File: src/rtl/tick_scheduler_pkg.sv
// Shared types and default constants for the tick scheduler.
// Optional feature macro: TICK_SCHEDULER_ONESHOT_EN (per-channel one-shot mode).
package tick_scheduler_pkg;

  // Configuration handshake states: IDLE accepts a write, APPLY commits it.
  typedef enum logic {
    IDLE  = 1'b0,
    APPLY = 1'b1
  } cfg_state_e;

  // 1 us base strobe at a 33 MHz clock.
  localparam int unsigned DEF_PRESCALE = 33;
  // Wide enough for periods of over a minute in microsecond strobes.
  localparam int unsigned DEF_CNT_W    = 26;
  localparam int unsigned DEF_NUM_CH   = 4;

endpackage : tick_scheduler_pkg

File: src/rtl/tick_channel.sv
// One tick channel: stored configuration, period counter and tick pulse.
// Optional feature macro: TICK_SCHEDULER_ONESHOT_EN adds a one-shot flag that
// drops the enable on the channel's tick.
module tick_channel
  import tick_scheduler_pkg::*;
#(
  parameter int unsigned CNT_W = DEF_CNT_W
) (
  input  logic             clk_i,
  input  logic             rst_i,
  input  logic             strobe_i,
  input  logic             wr_i,
  input  logic             wr_en_i,
  input  logic [CNT_W-1:0] wr_period_i,
`ifdef TICK_SCHEDULER_ONESHOT_EN
  input  logic             wr_oneshot_i,
`endif
  output logic             tick_o,
  output logic             busy_o
);

  logic             en_q, en_d;
  logic [CNT_W-1:0] period_q, period_d;
  logic [CNT_W-1:0] cnt_q, cnt_d;
  logic             tick_q, tick_d;
  logic             busy_q;
  logic             armed;
  logic             terminal;
`ifdef TICK_SCHEDULER_ONESHOT_EN
  logic             oneshot_q, oneshot_d;
`endif

  // A period of zero parks the channel even when it is enabled.
  assign armed    = en_q && (period_q != '0);
  assign terminal = (cnt_q == (period_q - CNT_W'(1)));

  // Next-state: a configuration write wins over the strobe, otherwise count.
  always_comb begin
    // NOTE: every signal assigned here gets a default first, so no path leaves
    // it unassigned and no latch is inferred.
    en_d      = en_q;
    period_d  = period_q;
    cnt_d     = cnt_q;
    tick_d    = 1'b0;
`ifdef TICK_SCHEDULER_ONESHOT_EN
    oneshot_d = oneshot_q;
`endif
    if (wr_i) begin
      // The commit cycle swallows any strobe and restarts the count.
      en_d      = wr_en_i;
      period_d  = wr_period_i;
      cnt_d     = '0;
`ifdef TICK_SCHEDULER_ONESHOT_EN
      oneshot_d = wr_oneshot_i;
`endif
    end else if (strobe_i && armed) begin
      if (terminal) begin
        tick_d = 1'b1;
        cnt_d  = '0;
`ifdef TICK_SCHEDULER_ONESHOT_EN
        if (oneshot_q) begin
          en_d = 1'b0;
        end
`endif
      end else begin
        cnt_d = cnt_q + CNT_W'(1);
      end
    end
  end

  // Channel registers; busy is a registered copy of the armed condition.
  always_ff @(posedge clk_i) begin
    // NOTE: clocked state uses non-blocking assignments so every register
    // samples pre-edge values regardless of statement order.
    if (rst_i) begin
      en_q      <= 1'b0;
      period_q  <= '0;
      cnt_q     <= '0;
      tick_q    <= 1'b0;
      busy_q    <= 1'b0;
`ifdef TICK_SCHEDULER_ONESHOT_EN
      oneshot_q <= 1'b0;
`endif
    end else begin
      en_q      <= en_d;
      period_q  <= period_d;
      cnt_q     <= cnt_d;
      tick_q    <= tick_d;
      busy_q    <= armed;
`ifdef TICK_SCHEDULER_ONESHOT_EN
      oneshot_q <= oneshot_d;
`endif
    end
  end

  assign tick_o = tick_q;
  assign busy_o = busy_q;

endmodule : tick_channel

File: src/rtl/tick_scheduler.sv
// Multi-channel tick scheduler: a free-running prescaler produces a base
// strobe, NUM_CH independent channels count strobes and pulse tick_out, and a
// two-state handshake FSM commits one configuration write every two cycles.
// Optional feature macro: TICK_SCHEDULER_ONESHOT_EN enables one-shot channels;
// without it cfg_oneshot is ignored and every channel is periodic.
module tick_scheduler
  import tick_scheduler_pkg::*;
#(
  parameter int unsigned NUM_CH   = DEF_NUM_CH,
  parameter int unsigned CNT_W    = DEF_CNT_W,
  parameter int unsigned PRESCALE = DEF_PRESCALE
) (
  input  logic                      clk_in,
  input  logic                      rst,
  input  logic                      cfg_valid,
  output logic                      cfg_ready,
  input  logic [$clog2(NUM_CH)-1:0] cfg_ch,
  input  logic [CNT_W-1:0]          cfg_period,
  input  logic                      cfg_en,
  input  logic                      cfg_oneshot,
  output logic [NUM_CH-1:0]         tick_out,
  output logic [NUM_CH-1:0]         busy
);

  localparam int unsigned CH_W = $clog2(NUM_CH);
  localparam int unsigned PS_W = $clog2(PRESCALE);

  // ---------------------------------------------------------------- prescaler
  logic [PS_W-1:0] presc_q, presc_d;
  logic            strobe;

  assign strobe = (presc_q == PS_W'(PRESCALE - 1));

  // Wrap at PRESCALE-1; configuration traffic never disturbs the phase.
  always_comb begin
    presc_d = strobe ? '0 : presc_q + PS_W'(1);
  end

  // Prescaler register.
  always_ff @(posedge clk_in) begin
    if (rst) begin
      presc_q <= '0;
    end else begin
      presc_q <= presc_d;
    end
  end

  // --------------------------------------------------------------- config FSM
  cfg_state_e state_q, state_d;
  logic       accept;
  logic       apply;

  // Next-state and handshake outputs.
  always_comb begin
    state_d   = state_q;
    cfg_ready = 1'b0;
    accept    = 1'b0;
    apply     = 1'b0;
    case (state_q)
      IDLE: begin
        cfg_ready = 1'b1;
        if (cfg_valid) begin
          accept  = 1'b1;
          state_d = APPLY;
        end
      end
      APPLY: begin
        apply   = 1'b1;
        state_d = IDLE;
      end
      default: state_d = IDLE;
    endcase
  end

  // FSM state register; reset here also drops a write caught mid-APPLY.
  always_ff @(posedge clk_in) begin
    if (rst) begin
      state_q <= IDLE;
    end else begin
      state_q <= state_d;
    end
  end

  // ------------------------------------------------------ latched write fields
  logic [CH_W-1:0]  lat_ch_q;
  logic [CNT_W-1:0] lat_period_q;
  logic             lat_en_q;
`ifdef TICK_SCHEDULER_ONESHOT_EN
  logic             lat_oneshot_q;
`else
  // One-shot support is not built; the port is intentionally left unread.
  logic             unused_cfg_oneshot;
  assign unused_cfg_oneshot = cfg_oneshot;
`endif

  // Capture cfg_* only on the accepting cycle.
  always_ff @(posedge clk_in) begin
    if (rst) begin
      lat_ch_q      <= '0;
      lat_period_q  <= '0;
      lat_en_q      <= 1'b0;
`ifdef TICK_SCHEDULER_ONESHOT_EN
      lat_oneshot_q <= 1'b0;
`endif
    end else if (accept) begin
      lat_ch_q      <= cfg_ch;
      lat_period_q  <= cfg_period;
      lat_en_q      <= cfg_en;
`ifdef TICK_SCHEDULER_ONESHOT_EN
      lat_oneshot_q <= cfg_oneshot;
`endif
    end
  end

  // ----------------------------------------------------------------- channels
  // An out-of-range channel index matches no instance, so the write is
  // consumed by the handshake and discarded.
  for (genvar g = 0; g < NUM_CH; g++) begin : g_ch
    logic wr;
    assign wr = apply && (lat_ch_q == CH_W'(g));

    tick_channel #(
      .CNT_W(CNT_W)
    ) u_ch (
      .clk_i        (clk_in),
      .rst_i        (rst),
      .strobe_i     (strobe),
      .wr_i         (wr),
      .wr_en_i      (lat_en_q),
      .wr_period_i  (lat_period_q),
`ifdef TICK_SCHEDULER_ONESHOT_EN
      .wr_oneshot_i (lat_oneshot_q),
`endif
      .tick_o       (tick_out[g]),
      .busy_o       (busy[g])
    );
  end

endmodule : tick_scheduler

File: config.mk
export PLATFORM = sky130hd
export DESIGN_NAME = tick_scheduler
export DESIGN_NICKNAME = d
export VERILOG_FILES = /design/src/rtl/tick_scheduler_pkg.sv /design/src/rtl/tick_channel.sv /design/src/rtl/tick_scheduler.sv
export SDC_FILE = /design/constraint.sdc
export NUM_CORES = 1
export LEC_CHECK = 0
export BUFFER_PORTS_ARGS = -buffer_cell sky130_fd_sc_hd__buf_2
export CAP_MARGIN = 10
export CORE_ASPECT_RATIO = 1.25
export CORE_UTILIZATION = 61
export DETAILED_ROUTE_END_ITERATION = 6
export PLACE_DENSITY = 0.75
export SETUP_SLACK_MARGIN = 0.2
export SYNTH_ARGS = -nofsm -noshare
export SYNTH_HDL_FRONTEND = slang
export SYNTH_SLANG_ARGS = --single-unit
File: constraint.sdc
create_clock -name clk_in -period 4.2 [get_ports clk_in]
set_clock_uncertainty 0.15 [all_clocks]
set_input_delay 0.84 -clock clk_in [delete_from_list [all_inputs] [get_ports clk_in]]
set_output_delay 0.84 -clock clk_in [all_outputs]
set_load 0.01 [all_outputs]
* Word-level counts from Yosys, hierarchy flattened *
Index checks and enable logic that the tools add are counted.

storage, ports and cells
  input bits = 33
  memories = 0
  ROM bits = 0
  bits in writable memories = 0
  output and inout port bits = 9
  register bits after elaboration = 256
  bits in latches = 0
  logic and storage cells = 86

operators by class
  bitwise operators = 5
  equality and inequality tests = 8
  div/mod/pow operators = 0
  reductions and logical operators = 26
  multiplexer cells = 13
  shift operators = 0
  $add $sub $neg = 9
  multipliers = 0
  magnitude comparators = 0

operators with widths
  kind                     number
  $add A26 B1 Y26 const B  4
  $eq A26 B26 Y1           4
  $mux W26                 4
  $reduce_bool A26 Y1      4
  $sub A26 B1 Y26 const B  4
  $logic_and A1 B1 Y1      12
  $reduce_or A3 Y1         4
  $reduce_or A2 Y1         5
  $mux W1                  8
  $add A6 B1 Y6 const B    1
  $eq A6 B6 Y1 const B     1
  $not A1 Y1               5
  $eq A2 B2 Y1 const B     2
  $eq A2 B1 Y1 const B     1
  $logic_not A2 Y1         1
  $pmux W1 S2              1

* Depth between registers and ports, before layout *
  depth in word-level cells = 5
  gate-level depth with buffers = 12
  gate-level depth less buffers = 10

* By module *
From an unflattened synthesis, not the netlist that was laid out.

second synthesis, totals
  cell total of the unflattened synthesis = 1735
  area total of the unflattened synthesis = 14473.9 um^2

modules (own cells, without submodules)
  module          cells an instance  area each (um^2)  instances  sequential area each (um^2)
  tick_channel    393                3289.4            4          1101.1
  tick_scheduler  163                1316.3            1          720.7

* Worst setup path after synthesis *
No wires, ideal clock.

  path type = register to register
  start = register g_ch[0].u_ch.period_q[8]
  end = register g_ch[0].u_ch.cnt_q[15]
  clock period less this slack = 3.611 ns
  setup slack = 0.589 ns
  path buffers = 1
  data arrival time = 3.343 ns
  required time = 3.933 ns
  setup time = 0.117 ns
  stages on the path, launching flop included = 10
  cell sequence = dfxtp_1 nor4_1 nand3_1 or4_1 xnor2_1 or3_1 or4_1 o31ai_2 buf_2 nor2_1

between the ends
  cells in the longest elaborated chain, start to end = 3
  elaborated cells on any way between the ends = 6
  those cells by class = add/sub: 1; eq/ne: 1; mux: 1; reduce/logical: 3

ends and longest elaborated chain
  item                                                    RTL line                                text
  start, declared                                         tick_channel.sv:23                      logic [CNT_W-1:0] period_q, period_d;
  start signal, assigned                                  tick_channel.sv:86                      period_q <= period_d;
  $sub A26 B1 Y26 or $reduce_bool A26 Y1 (tied branches)  tick_channel.sv:35, tick_channel.sv:34
  $eq A26 B26 Y1 or $logic_and A1 B1 Y1 (tied branches)   tick_channel.sv:35, tick_channel.sv:34
  $mux W26 or $logic_and A1 B1 Y1 (tied branches)         tick_channel.sv:57, tick_channel.sv:56
  end signal, assigned                                    tick_channel.sv:87                      cnt_q <= cnt_d;
  end, declared                                           tick_channel.sv:24                      logic [CNT_W-1:0] cnt_q, cnt_d;

Parallel ways exist; a longest one is shown, timed or not.
A chain may end at the register's enable or synchronous reset.

* Final worst setup path *
  start = register g_ch[3].u_ch.period_q[9]
  end = register g_ch[3].u_ch.cnt_q[22]

between the ends
  cells in the longest elaborated chain, start to end = 3
  elaborated cells on any way between the ends = 6
  those cells by class = add/sub: 1; eq/ne: 1; mux: 1; reduce/logical: 3

ends and longest elaborated chain
  item                                                    RTL line
  start, declared                                         tick_channel.sv:23
  start signal, assigned                                  tick_channel.sv:86
  $sub A26 B1 Y26 or $reduce_bool A26 Y1 (tied branches)  tick_channel.sv:35, tick_channel.sv:34
  $eq A26 B26 Y1 or $logic_and A1 B1 Y1 (tied branches)   tick_channel.sv:35, tick_channel.sv:34
  $mux W26 or $logic_and A1 B1 Y1 (tied branches)         tick_channel.sv:57, tick_channel.sv:56
  end signal, assigned                                    tick_channel.sv:87
  end, declared                                           tick_channel.sv:24

Parallel ways exist; a longest one is shown, timed or not.

==> reports/results.md <==
## Logic synthesis
* 0 — number of warnings reported in the yosys synthesis log
* 0% — FFs w/ async S/R, synth
* sky130_fd_sc_hd__dfxtp_1 38%, sky130_fd_sc_hd__nand2_1 9.4%, sky130_fd_sc_hd__xnor2_1 8.7% — synth top area cells
* 69 — count of distinct cell types in the synthesized netlist
* sky130_fd_sc_hd__dfxtp_1 — flip-flop cell with the highest count after synthesis
* 256 — flop and latch count out of synthesis
* 13630 sq um — Post-Syn Area
* 37.59% — fraction of post-synthesis cell area in the top cell type by area
* 1755 — post-synthesis cell count
* sky130_fd_sc_hd__dfxtp_1 — post-synth top area cell
* 0 — number of flops mapped to enable cells by yosys
* 7.768 sq um — post-synthesis area per instance
* 37.59% — share of synthesized area occupied by flip-flops and latches
* 1798 — Syn Nets

## Finish
* 7.719% — layout cell share with drive strength beyond 1
* 0 — antenna cells
* 341 x sky130_fd_sc_hd__nand2_1, 256 x sky130_fd_sc_hd__dfxtp_1, 162 x sky130_fd_sc_hd__a21oi_1 — most used cells in the layout excluding fill and tap cells
* 7984 sq um — multi-input combinational cell area
* 1840 — # fillers
* 5125 sq um — Sequential cell area
* 9.398% — synthesis-to-finish area growth
* sky130_fd_sc_hd__nand2_1 — most common cell after layout, fill and taps aside
* 1784 — # nets final

## Routing
* 11990 — count of vias placed by the detailed router
* 33700 um — final WL
* 5.873 — DR vias/cell
* 766 — DRC violation total after the first TritonRoute iteration
* 5 — number of detailed-routing iterations run before antenna repair
* 0 — remaining antenna violation count after routing
* 0 — DRC violations left
* 16.51 um — post-DR wirelength/cell

## Critical path
* flop to flop — start-to-end type of the worst setup path
* 8 — R2R cell count
* 0.49 ns — reg-to-reg setup timing slack
* flop — Critical Path End Type
* flop — CP Launch Type
* 4.48 ns — Required @ worst endpoint
* g_ch[3].u_ch.cnt_q[22] — worst reg2reg path endpoint
* 27 — maximum fanout along the worst path
* g_ch[3].u_ch.period_q[9] — reg-to-reg critical path startpoint
* 3.99 ns — worst endpoint data arrival time

## Clock tree
* 1 — number of H-tree levels
* 0 — post-cts resize count
* 3 — number of buffers on the longest clock path
* 256 — number of clock sinks seen by CTS
* built — TritonCTS clock tree
* 0 — post-cts hold buffer count
* 0.06 ns — Worst-path clk slew
* 0 — count of buffers added by post-CTS timing repair for setup
* 0.54 ns — clock latency on the worst-skew pair
* sky130_fd_sc_hd__clkbuf_16 — Root Buffer
* 27 — cts bufs inserted

## Outcome
* finished, final reports clean — outcome

## STA
* no — RSZ-0062 raised after global routing
* 0 ns — Total Neg Setup Slack
* 0 — total setup violations reported at the end of the flow
* 88.29% — final critical-path share of the clock period
* 1.209 ns — transition at the pin with the smallest max-transition slack
* 0 — hold violation count in the final report
* 0 — Max Transition Viols Final
* 3.708 ns — final period demand of the worst path
* 269.7 MHz — Fmax achieved
* 19.03% — slew margin rel.
* 0.3122 ns — worst hold margin

## Floorplan
* 21700 sq um — Core Area
* 22960 sq um — area of the die
* 42 — total I/O pin count
* 135.7 um — x dimension of the die
* 62.84% — initial core utilization
* 60 — count of standard-cell rows
* 169.1 um — y dimension of the die

## Global route
* 29.71% — GRT Overall Usage
* 11150 — number of global-route vias before repair
* 55430 um — global-route wire length before repair
* 0 — number of antenna violations at the first check in global routing
* 0 — grt total ovfl
* 76 — largest net degree at the start of global routing

## Place
* 23680 um — final HPWL from detailed placement
* 40 — IO Port Bufs
* 0.9107 — final weighted congestion in routability-driven placement

## Run
* 0 — number of max-cap violations

## Min path
* 1 — Hold Path Cell Cnt
* flop to flop — classification of the worst-slack hold path
* presc_q[0] — capture endpoint of the worst hold path
* presc_q[0] — worst hold path startpoint

## Power
* 5.515 nW — Static Leak
* 0.0003998 V — highest ir drop seen on vdd
* 5.456 mW — sum of internal, switching and leakage power
* 365.8 nW/um^2 — power per cell area

kinds of logic (layout without fill, tap and decap cells):
kind of cell             Yosys count  count (layout)  share of synthesized area, %
AO/OA/AOI/OAI                    241             241                         10.23
XOR/XNOR                         239             239                         15.35
adder cells (fa/ha/maj)           10              10                        0.9178
buffers and inverters            133             140                         4.084
flip-flops                       256             256                         37.59
multiplexers                      14              14                         1.055
AND/OR/NAND/NOR                  862             862                         30.76
sequential cells by signal (all words and copies together), names as in the netlist:
signal and cells:
g_ch.u_ch.cnt_q 104, state_q 1, g_ch.u_ch.period_q 104, g_ch.u_ch.busy_o 4, lat_en_q 1, lat_period_q 26, g_ch.u_ch.tick_o 4, g_ch.u_ch.en_q 4
presc_q 6, lat_ch_q 2
metrics by stage:
stage	cell area [sq um]	setup slack, ns	cells	utilization [%]
detailed placement	13920	0.5491	1991	64.16
global route	14910	0.2104	2041	68.74
finish	14910	0.4918	2041	68.74
CTS	14910	0.5060	2041	68.74
floorplan	13630	0.5892	1755	-
global placement	13920	0.6392	1991	64.16
how the worst max path moves through the flow:
stage	from	to	slack, ns	cells after the start
after global placement	g_ch[3].u_ch.period_q[0]	g_ch[3].u_ch.cnt_q[22]	0.64	11
final	g_ch[3].u_ch.period_q[9]	g_ch[3].u_ch.cnt_q[22]	0.49	8
after floorplan	g_ch[0].u_ch.period_q[8]	g_ch[0].u_ch.cnt_q[15]	0.59	9
after detailed placement	g_ch[3].u_ch.period_q[9]	g_ch[3].u_ch.cnt_q[22]	0.55	8
after CTS	g_ch[3].u_ch.period_q[9]	g_ch[3].u_ch.cnt_q[22]	0.51	8
after global routing	g_ch[3].u_ch.period_q[9]	g_ch[3].u_ch.cnt_q[8]	0.21	8
layout make-up:
cell class / count / area share, %
Multi-Input combinational cell: 1366 / 53.53
Sequential cell: 256 / 34.36
Clock buffer: 33 / 4.950
Tap cell: 279 / 2.341
Timing Repair Buffer: 59 / 2.315
Clock inverter: 17 / 1.720
Inverter: 31 / 0.7802
report_power, final:
part           total, mW  leakage [nW]  switching, mW  internal (mW)
Combinational      0.309          2.97          0.193          0.116
Sequential          2.52          2.07         0.0608           2.45
Clock               2.63         0.478           1.01           1.62
Total               5.46          5.52           1.26           4.19
critical path: stages, from the launching register on:
cell and delay (ns):
sky130_fd_sc_hd__dfxtp_1 0.39, sky130_fd_sc_hd__or4_4 0.61, sky130_fd_sc_hd__or4_1 0.65, sky130_fd_sc_hd__o41ai_1 0.60, sky130_fd_sc_hd__nor2_1 0.40, sky130_fd_sc_hd__nand4_1 0.24, sky130_fd_sc_hd__nor4_4 0.06, sky130_fd_sc_hd__buf_4 0.23
sky130_fd_sc_hd__nor4_1 0.27
routing by layer:
metal  part of all wire (%)  GRT usage, %  vias to the layer above
met1                     43         37.89                     5577
li1                       -             -                     6037
met4                    3.6         11.77                        0
met2                     48         50.44                      298
met5                      0             0                        -
met3                    5.3         3.793                       75
Yosys cell counts, drive strengths merged (11+ instances only):
cell type  number
nand2b         12
xor2          104
nor3           77
mux2i          11
nand4          32
and3           27
xnor2         135
nand2         341
nor4           62
dfxtp         256
a21oi         162
clkbuf         82
or4            21
inv            31
nand3          72
buf            20
o21ai          19
or3            19
nor2          135
(Power assumes the default switching activity.)
